File: src/rtl/noc_route_pkg.sv
// Shared NoC routing definitions: port indices and the direction encoding.
// Used by the lookahead route-computation stage and its helpers.
package noc_route_pkg;

    localparam int NUM_PORT   = 5;
    localparam int PORT_W     = 0;
    localparam int PORT_E     = 1;
    localparam int PORT_S     = 2;
    localparam int PORT_N     = 3;
    localparam int PORT_LOCAL = 4;

    typedef enum logic [2:0] {
        DIR_W     = 3'd0,
        DIR_E     = 3'd1,
        DIR_S     = 3'd2,
        DIR_N     = 3'd3,
        DIR_LOCAL = 3'd4
    } dir_e;

endpackage

File: src/rtl/route_prod_calc.sv
// Productive-port vector and hop count at the next router (combinational).
// Mesh routing by default; `define TORUS_EN selects minimal torus routing.
module route_prod_calc
    import noc_route_pkg::*;
#(
    parameter int COORD_W = 3,
    parameter int SIZE_X  = 8,
    parameter int SIZE_Y  = 8
) (
    input  logic [COORD_W:0]   nxt_x,
    input  logic [COORD_W:0]   nxt_y,
    input  logic [COORD_W-1:0] dst_x,
    input  logic [COORD_W-1:0] dst_y,
    output logic [NUM_PORT-1:0] prod,
    output logic [COORD_W:0]   hops,
    output logic               err
);

    typedef logic [COORD_W:0] wide_t;

    localparam wide_t SX = wide_t'(SIZE_X);
    localparam wide_t SY = wide_t'(SIZE_Y);

    // Returns {positive, negative, |dst - nxt|} for one axis.
    function automatic logic [COORD_W+2:0] axis(input wide_t dst, input wide_t nxt);
        logic signed [COORD_W:0] d;
        d = $signed(dst - nxt);
        return {d > 0, d < 0, (d < 0) ? wide_t'(-d) : wide_t'(d)};
    endfunction

    logic  xp, xn, yp, yn;
    wide_t xd, yd;

    always_comb begin
        prod = '0;
        hops = '0;
        err  = ({1'b0, dst_x} >= SX) || ({1'b0, dst_y} >= SY);
        {xp, xn, xd} = axis({1'b0, dst_x}, nxt_x);
        {yp, yn, yd} = axis({1'b0, dst_y}, nxt_y);
`ifdef TORUS_EN
        if (xd > SX - xd) begin
            {xp, xn} = {xn, xp};
            xd       = SX - xd;
        end else if (xd == SX - xd) begin
            xp = 1'b1;
            xn = 1'b1;
        end
        if (yd > SY - yd) begin
            {yp, yn} = {yn, yp};
            yd       = SY - yd;
        end else if (yd == SY - yd) begin
            yp = 1'b1;
            yn = 1'b1;
        end
`endif
        if (!err) begin
            prod[PORT_E]     = xp;
            prod[PORT_W]     = xn;
            prod[PORT_N]     = yp;
            prod[PORT_S]     = yn;
            prod[PORT_LOCAL] = (xd == '0) && (yd == '0);
            hops             = xd + yd;
        end
    end

endmodule

File: src/rtl/route_comp_pipe.sv
// Lookahead route computation for one output port, behind a 2-entry skid pipe.
// Build with `define TORUS_EN for minimal torus routing instead of mesh.
module route_comp_pipe
    import noc_route_pkg::*;
#(
    parameter int COORD_W = 3,
    parameter int SIZE_X  = 8,
    parameter int SIZE_Y  = 8,
    parameter int OUT_DIR = 3,
    parameter int DATA_W  = 8
) (
    input  logic                clk,
    input  logic                rst_n,
    input  logic [COORD_W-1:0]  cur_x,
    input  logic [COORD_W-1:0]  cur_y,
    input  logic                in_valid,
    output logic                in_ready,
    input  logic [COORD_W-1:0]  in_dst_x,
    input  logic [COORD_W-1:0]  in_dst_y,
    input  logic [DATA_W-1:0]   in_data,
    output logic                out_valid,
    input  logic                out_ready,
    output logic [NUM_PORT-1:0] out_prod,
    output logic [COORD_W:0]    out_hops,
    output logic                out_err,
    output logic [DATA_W-1:0]   out_data
);

    typedef logic [COORD_W:0] wide_t;

    localparam dir_e  DIR = dir_e'(OUT_DIR);
    localparam wide_t SX  = wide_t'(SIZE_X);
    localparam wide_t SY  = wide_t'(SIZE_Y);
    localparam int    RW  = NUM_PORT + COORD_W + 1 + 1 + DATA_W;

    wide_t cx, cy, nx, ny;

    // Explicit wrap compares: mesh sizes need not be powers of two.
    always_comb begin
        cx = {1'b0, cur_x};
        cy = {1'b0, cur_y};
        nx = cx;
        ny = cy;
        case (DIR)
            DIR_E: nx = (cx + wide_t'(1) >= SX) ? '0 : cx + wide_t'(1);
            DIR_W: nx = (cx == '0) ? SX - wide_t'(1) : cx - wide_t'(1);
            DIR_N: ny = (cy + wide_t'(1) >= SY) ? '0 : cy + wide_t'(1);
            DIR_S: ny = (cy == '0) ? SY - wide_t'(1) : cy - wide_t'(1);
            default: ;
        endcase
    end

    logic [NUM_PORT-1:0] calc_prod;
    logic [COORD_W:0]    calc_hops;
    logic                calc_err;

    route_prod_calc #(
        .COORD_W (COORD_W),
        .SIZE_X  (SIZE_X),
        .SIZE_Y  (SIZE_Y)
    ) u_calc (
        .nxt_x (nx),
        .nxt_y (ny),
        .dst_x (in_dst_x),
        .dst_y (in_dst_y),
        .prod  (calc_prod),
        .hops  (calc_hops),
        .err   (calc_err)
    );

    logic [RW-1:0] in_res;
    logic [RW-1:0] main_q, main_d, skid_q, skid_d;
    logic          main_valid_q, main_valid_d;
    logic          skid_valid_q, skid_valid_d;
    logic          in_fire;

    assign in_res    = {calc_prod, calc_hops, calc_err, in_data};
    assign in_ready  = !skid_valid_q;
    assign in_fire   = in_valid && in_ready;
    assign out_valid = main_valid_q;
    assign {out_prod, out_hops, out_err, out_data} = main_q;

    always_comb begin
        main_valid_d = main_valid_q;
        main_d       = main_q;
        skid_valid_d = skid_valid_q;
        skid_d       = skid_q;
        if (!main_valid_q || out_ready) begin
            if (skid_valid_q) begin
                main_valid_d = 1'b1;
                main_d       = skid_q;
                skid_valid_d = 1'b0;
            end else if (in_fire) begin
                main_valid_d = 1'b1;
                main_d       = in_res;
            end else begin
                main_valid_d = 1'b0;
            end
        end else if (in_fire) begin
            skid_valid_d = 1'b1;
            skid_d       = in_res;
        end
    end

    always_ff @(posedge clk or negedge rst_n) begin
        if (!rst_n) begin
            main_valid_q <= 1'b0;
            main_q       <= '0;
            skid_valid_q <= 1'b0;
            skid_q       <= '0;
        end else begin
            main_valid_q <= main_valid_d;
            main_q       <= main_d;
            skid_valid_q <= skid_valid_d;
            skid_q       <= skid_d;
        end
    end

endmodule
File: config.mk
export PLATFORM = sky130hd
export DESIGN_NAME = route_comp_pipe
export DESIGN_NICKNAME = d
export VERILOG_FILES = /design/src/rtl/noc_route_pkg.sv /design/src/rtl/route_prod_calc.sv /design/src/rtl/route_comp_pipe.sv
export SDC_FILE = /design/constraint.sdc
export NUM_CORES = 1
export LEC_CHECK = 0
export BUFFER_PORTS_ARGS = -buffer_cell sky130_fd_sc_hd__buf_2
export CORE_UTILIZATION = 30
export DETAILED_ROUTE_END_ITERATION = 10
export GPL_TIMING_DRIVEN = 0
export SETUP_SLACK_MARGIN = 0.5
export SYNTH_ARGS = -nofsm -noshare
export SYNTH_HDL_FRONTEND = slang
export SYNTH_SLANG_ARGS = --single-unit
File: constraint.sdc
create_clock -name clk -period 4.38 [get_ports clk]
set_clock_uncertainty 0.2 [all_clocks]
set_input_delay 0.657 -clock clk [delete_from_list [all_inputs] [get_ports clk]]
set_output_delay 0.657 -clock clk [all_outputs]
set_load 0.02 [all_outputs]
==> results of run 1 <==
## cell usage in the layout (no fill, tap or decap), types with 4 or more instances in the layout
cell type / synthesis / routed
nor2_1: 23 / 23
nand3_1: 5 / 5
clkbuf_8: 0 / 5
ha_1: 12 / 9
nand2_1: 50 / 50
clkbuf_1: 5 / 5
inv_1: 14 / 14
buf_1: 4 / 4
buf_2: 0 / 42
mux2i_1: 11 / 11
dfrtp_1: 36 / 36
a21oi_1: 26 / 25
o21ai_0: 7 / 7
xnor2_1: 6 / 5
## worst min-delay path by stage
stage	end	slack [ns]	cells past startpoint	startpoint
floorplan	main_q[0]	0.16	0	rst_n
global placement	skid_q[1]	0.26	2	skid_q[1]
detailed placement	skid_q[5]	0.26	2	skid_q[5]
CTS	main_q[7]	0.28	1	rst_n
global route	main_q[7]	0.30	1	rst_n
finish	skid_q[7]	0.25	1	rst_n
## Yosys cell counts, types with 2 or more instances
| cell type | n |
|---|---|
| nand2_1 | 50 |
| dfrtp_1 | 36 |
| a21oi_1 | 26 |
| nor2_1 | 23 |
| inv_1 | 14 |
| ha_1 | 12 |
| mux2i_1 | 11 |
| o21ai_0 | 7 |
| xnor2_1 | 6 |
| clkbuf_1 | 5 |
| nand3_1 | 5 |
| buf_1 | 4 |
| fa_1 | 3 |
| nand2b_1 | 3 |
| nand3b_1 | 3 |
| nor2b_1 | 3 |
| a31oi_1 | 2 |
| o21bai_1 | 2 |
| o31ai_1 | 2 |
| xor2_1 | 2 |
## repair_timing
item                                    CTS  global route
buffers inserted                          0             1
endpoints found under the setup margin    0             1
hold buffers                              0             0
gates resized for setup                   0             9
## where the power goes
part           leakage [uW]  internal (uW)  total, uW  switching, uW
Sequential         0.000430            416        456           39.8
Clock             0.0000541            168        290            121
Combinational      0.000741            174        432            258
## layout make-up
| type | count | area, um^2 | area share [%] |
|---|---|---|---|
| Timing Repair Buffer | 43 | 218 | 8.55 |
| Buffer | 10 | 41.3 | 1.62 |
| Tap cell | 77 | 96.3 | 3.78 |
| Multi-Input combinational cell | 175 | 1130 | 44.2 |
| Clock inverter | 3 | 42.5 | 1.67 |
| Clock buffer | 5 | 68.8 | 2.70 |
| Inverter | 14 | 52.6 | 2.06 |
| Sequential cell | 36 | 901 | 35.4 |
## critical path: stages
cell and delay (ns):
buf_2 0.10, inv_1 0.04, ha_2 0.17, inv_1 0.06, fa_2 0.55, inv_1 0.05, ha_1 0.22, or3b_2 0.45
o31a_1 0.28, xor2_2 0.17, ha_4 0.28, a21oi_1 0.07, xnor2_1 0.26, mux2i_1 0.26, nand3_1 0.09
## registers in the layout, summed over array words and instances, names as in the netlist
| register | cells |
|---|---|
| main_q | 17 |
| out_valid | 1 |
| skid_q | 17 |
| skid_valid_q | 1 |
## kinds of logic (layout without fill, tap and decap cells)
family / after synthesis / count (layout) / share of synthesized area (%)
simple gates: 94 / 94 / 19.7
flops: 36 / 36 / 43.5
buf+inv: 24 / 75 / 4.53
other cells: 1 / 1 / 0.181
mux: 12 / 12 / 5.86
fa+ha+maj: 15 / 15 / 10.2
xor+xnor: 8 / 8 / 3.38
compound gates: 45 / 45 / 12.7
## metal layers
metal / up-vias / wire length [um] / global-route usage (%)
met5: - / 0 / 0
met4: 0 / 48 / 3.24
met3: 4 / 181 / 2.72
met2: 38 / 2110 / 20.8
met1: 793 / 2110 / 17.7
li1: 877 / - / -
## metrics by stage
step	hold slack, ns	instance area [um^2]
6_report	0.253	2550
2_1_floorplan	0.161	2070
3_3_place_gp	0.257	2380
5_1_grt	0.297	2550
3_5_place_dp	0.263	2380
4_1_cts	0.277	2490
==> flow_metrics.py, run 1 <==
metrics = {
    "status": {
        "status": "finished, final reports clean",
    },
    "cts": {
        "ctsRootBufferMaster": "clkbuf_8",
        "cts.sinks": 36,
        "clock_latency_ns": 0.29,
        "cts.clk_slew.worst_paths_ns": 0.08,
        "cts_tree": "done",
        "clockBufferDepth": 2,
        "cts.htree.levels": 2,
        "numCtsBuffers": 5,
    },
    "timing": {
        "finalMaxSlewViolations": 0,
        "period_share_pct": 85.5,
        "slew_headroom_pct": 45.4,
        "tightest_slew_ns": 0.819,
        "min_period_ns": 3.74,
        "finalSetupViolCount": 0,
        "worst_slack_ns": 0.636,
        "fin_setup_tns_ns": 0,
        "rsz0062_at_grt": "false",
        "fmax_mhz": 267,
        "hold_violations": 0,
    },
    "grt": {
        "grt_pass1_wl_um": 7470,
        "overflow": 0,
        "grt_pass1_vias": 1637,
        "grt_max_degree": 37,
        "antenna_found_initial": 0,
        "grt_usage_pct": 12.9,
    },
    "drt": {
        "route.detailed.drc": 0,
        "drt_iter0_drc": 69,
        "routed_via_density": 4.72,
        "vias": 1712,
        "post_drt_wl_per_cell_um": 12.3,
        "first_pass_iters": 4,
        "drt-total-wl_um": 4450,
        "ant_nets": 0,
    },
    "power_and_ir_drop": {
        "fin_total_pwr_uw": 1180,
        "powerDensity_nw_per_um2": 462,
        "vdd_ir_drop_max_uv": 150,
        "leakagePower_uw": 0.00123,
    },
    "setup_path": {
        "crit_path_max_fanout": 3,
        "endpoint": "main_q[12]",
        "r2r_end": "main_q[9]",
        "worstPathArrival_ns": 3.71,
        "reg2reg_from": "skid_valid_q",
        "worst_setup_path_end_kind": "register",
        "r2r.worst_path.cells": 4,
        "cp-start-kind": "input pin",
        "critPathKind": "in -> reg",
        "r2r_slack_ns": 2.52,
        "critPathLaunch": "in_dst_x[0]",
        "crit_required_ns": 4.35,
    },
    "cells_and_area": {
        "synthToLayoutAreaGrowth_pct": 23.0,
        "final.fill_count": 662,
        "fin_cells": 363,
        "num-nets-final": 324,
        "antenna_cells": 0,
        "drive_above_1_share_pct": 22.0,
        "fin_util_pct": 39.2,
    },
    "logic_synthesis": {
        "synth_top_area_share_pct": 43.5,
        "yosys.area.top_type": "dfrtp_1",
        "async_flop_share_pct": 100,
        "ys_seq_area_share_pct": 43.5,
        "ys.flop_type": "dfrtp_1",
        "synth_cell_types": 36,
        "synthTopCellsByArea": "dfrtp_1, nand2_1, ha_1, a21oi_1, mux2i_1",
        "yosysWarningCount": 0,
        "synth_nets": 274,
        "ys_ff_latch": 36,
        "syn_inst": 235,
        "synth_area_um2": 2070,
        "avgSynthCellArea_um2": 8.81,
        "synth_edf_count": 0,
    },
    "placed_design": {
        "place_congestion": 0.792,
        "post-place-ws_ns": 0.293,
        "port_buffers": 42,
        "dp.cells": 354,
        "dp_hpwl_um": 3320,
    },
    "floorplan": {
        "pin_count": 44,
        "initial_utilization_pct": 31.9,
        "chipHeight_um": 85.1,
        "core_area_um2": 6490,
        "die-width_um": 85.1,
        "dieArea_um2": 7240,
        "core.rowCount": 29,
    },
    "min_path": {
        "hold_class": "in -> async",
    },
    "run": {
        "drv_cap": 0,
    },
}
Power figures use the tool's default switching activity.
==> inputs of run 2 (changes only) <==
CORE_ASPECT_RATIO = 1.4   (was not set)
CORE_UTILIZATION = 32   (was 30)
==> flow_metrics.py, run 2 (synthesized netlist as in run 1, its figures left out) <==
metrics = {
    "status": {
        "status": "finished, final reports clean",
    },
    "setup_path": {
        "reg2reg_from": "skid_valid_q",
        "r2r.worst_path.cells": 5,
        "crit_required_ns": 4.35,
        "critPathSlowestCell": "fa_1",
        "max_stage_delay_ns": 0.53,
        "r2r_slack_ns": 2.47,
        "cp-start-kind": "input pin",
        "crit_family": "adder cells",
        "critPathKind": "in -> reg",
        "crit_path_max_fanout": 4,
        "worstPathArrival_ns": 3.63,
        "worst_setup_path_end_kind": "register",
        "r2r_end": "main_q[15]",
        "path_cells": "buf_2 > inv_1 > ha_1 > inv_1 > fa_1 > inv_1 > ha_1 > or3b_2 > o31a_1 > xor2_1 > ha_1 > a21oi_2 > xnor2_2 > mux2i_1 > nand3_1",
        "critical_path_depth": 15,
        "cp_num_buf_inv": 4,
    },
    "timing": {
        "fin_setup_tns_ns": 0,
        "hold_violations": 0,
        "rsz0062_at_grt": "false",
        "min_period_ns": 3.66,
        "tightest_slew_ns": 0.802,
        "slew_headroom_pct": 46.5,
        "period_share_pct": 83.5,
        "finalSetupViolCount": 0,
        "fmax_mhz": 274,
        "finalMaxSlewViolations": 0,
    },
    "cells_and_area": {
        "final_cell_mix": "nand2_1, buf_2, dfrtp_1",
        "antenna_cells": 0,
        "final_common_cell": "nand2_1",
        "num-nets-final": 324,
        "fin_cells": 358,
        "top_regs": "main_q: 17 flops, skid_q: 17 flops",
        "synthToLayoutAreaGrowth_pct": 20.8,
        "drive_above_1_share_pct": 19.9,
    },
    "grt": {
        "grt_pass1_vias": 1758,
        "grt_usage_pct": 14.9,
        "overflow": 0,
        "grt_pass1_wl_um": 8070,
        "grt_max_degree": 37,
        "antenna_found_initial": 0,
    },
    "placed_design": {
        "port_buffers": 42,
        "place_congestion": 0.783,
        "dp.cells": 349,
        "dp_hpwl_um": 3470,
    },
    "power_and_ir_drop": {
        "vdd_ir_drop_max_uv": 198,
        "leakagePower_uw": 0.00123,
        "fin_total_pwr_uw": 1170,
        "powerDensity_nw_per_um2": 468,
    },
    "drt": {
        "ant_nets": 0,
        "route.detailed.drc": 0,
        "drt_iter0_drc": 79,
        "drt-total-wl_um": 4600,
        "vias": 1739,
        "first_pass_iters": 4,
        "post_drt_wl_per_cell_um": 12.8,
        "routed_via_density": 4.86,
    },
    "cts": {
        "hold_buffers": 0,
        "cts.clk_slew.worst_paths_ns": 0.08,
        "clockBufferDepth": 2,
        "numCtsBuffers": 5,
        "ctsRootBufferMaster": "clkbuf_8",
        "clock_latency_ns": 0.29,
        "cts.htree.levels": 2,
        "cts.sinks": 36,
        "cts_tree": "done",
    },
    "floorplan": {
        "core.rowCount": 34,
        "initial_utilization_pct": 33.3,
        "chipHeight_um": 97.2,
        "die-width_um": 70.0,
        "dieArea_um2": 6800,
        "core_area_um2": 6210,
        "pin_count": 44,
    },
    "run": {
        "drv_cap": 0,
    },
    "min_path": {
        "hold_class": "in -> async",
    },
}
[run 2: per-layer routing]
layer | routed length, um | part of all wire (%) | track usage (%)
met4 | 104 | 2.3 | 6.00
met3 | 183 | 4.0 | 3.11
met5 | 0 | 0 | 0
met1 | 1950 | 42 | 17.7
met2 | 2360 | 51 | 25.7
[run 2: area by class of cell]
| cell class | count | area [um^2] |
|---|---|---|
| multi-input cells | 175 | 1090 |
| clock buffers | 5 | 68.8 |
| inverters | 14 | 52.6 |
| well taps | 72 | 90.1 |
| fillers | 650 | 3710 |
| flip-flops and latches | 36 | 901 |
| clock inverters | 3 | 42.5 |
| plain buffers | 10 | 41.3 |
| repair buffers | 43 | 218 |
[run 2: report_power, final]
| group | internal (uW) | switching, uW |
|---|---|---|
| sequential | 416 | 44.0 |
| clock | 168 | 121 |
| combinational | 169 | 251 |
[run 2: worst register-to-register path, stage by stage (launching register included)]
cell and delay, ns:
dfrtp_1 0.32, clkbuf_1 0.23, buf_1 0.65, nor2_1 0.11
a21oi_1 0.18, a21oi_1 0.09
[run 2: stage by stage]
| stage | util (%) | hold WS, ns | worst slack (ns) | area (um^2) |
|---|---|---|---|---|
| final | 40.3 | 0.256 | 0.724 | 2500 |
| after global routing | 40.3 | 0.303 | 0.513 | 2500 |
| after global placement | 38.2 | 0.257 | 0.355 | 2370 |
| after CTS | 40.0 | 0.281 | 0.601 | 2480 |
| after floorplan | - | 0.161 | 0.654 | 2070 |
| after detailed placement | 38.2 | 0.263 | 0.309 | 2370 |
[run 2: worst max path at each step]
stage / start / endpoint / slack (ns)
finish: in_dst_x[0] / main_q[12] / 0.72
global route: in_dst_x[0] / main_q[12] / 0.51
CTS: cur_y[0] / main_q[12] / 0.60
detailed placement: cur_y[0] / main_q[12] / 0.31
global placement: cur_y[0] / main_q[12] / 0.36
floorplan: in_dst_x[0] / main_q[12] / 0.65
[run 2: repair_timing]
action	in CTS	in global routing
endpoints found under the setup margin	0	1
buffers inserted	0	1
endpoints found under the hold margin	0	0
resized for setup	0	2
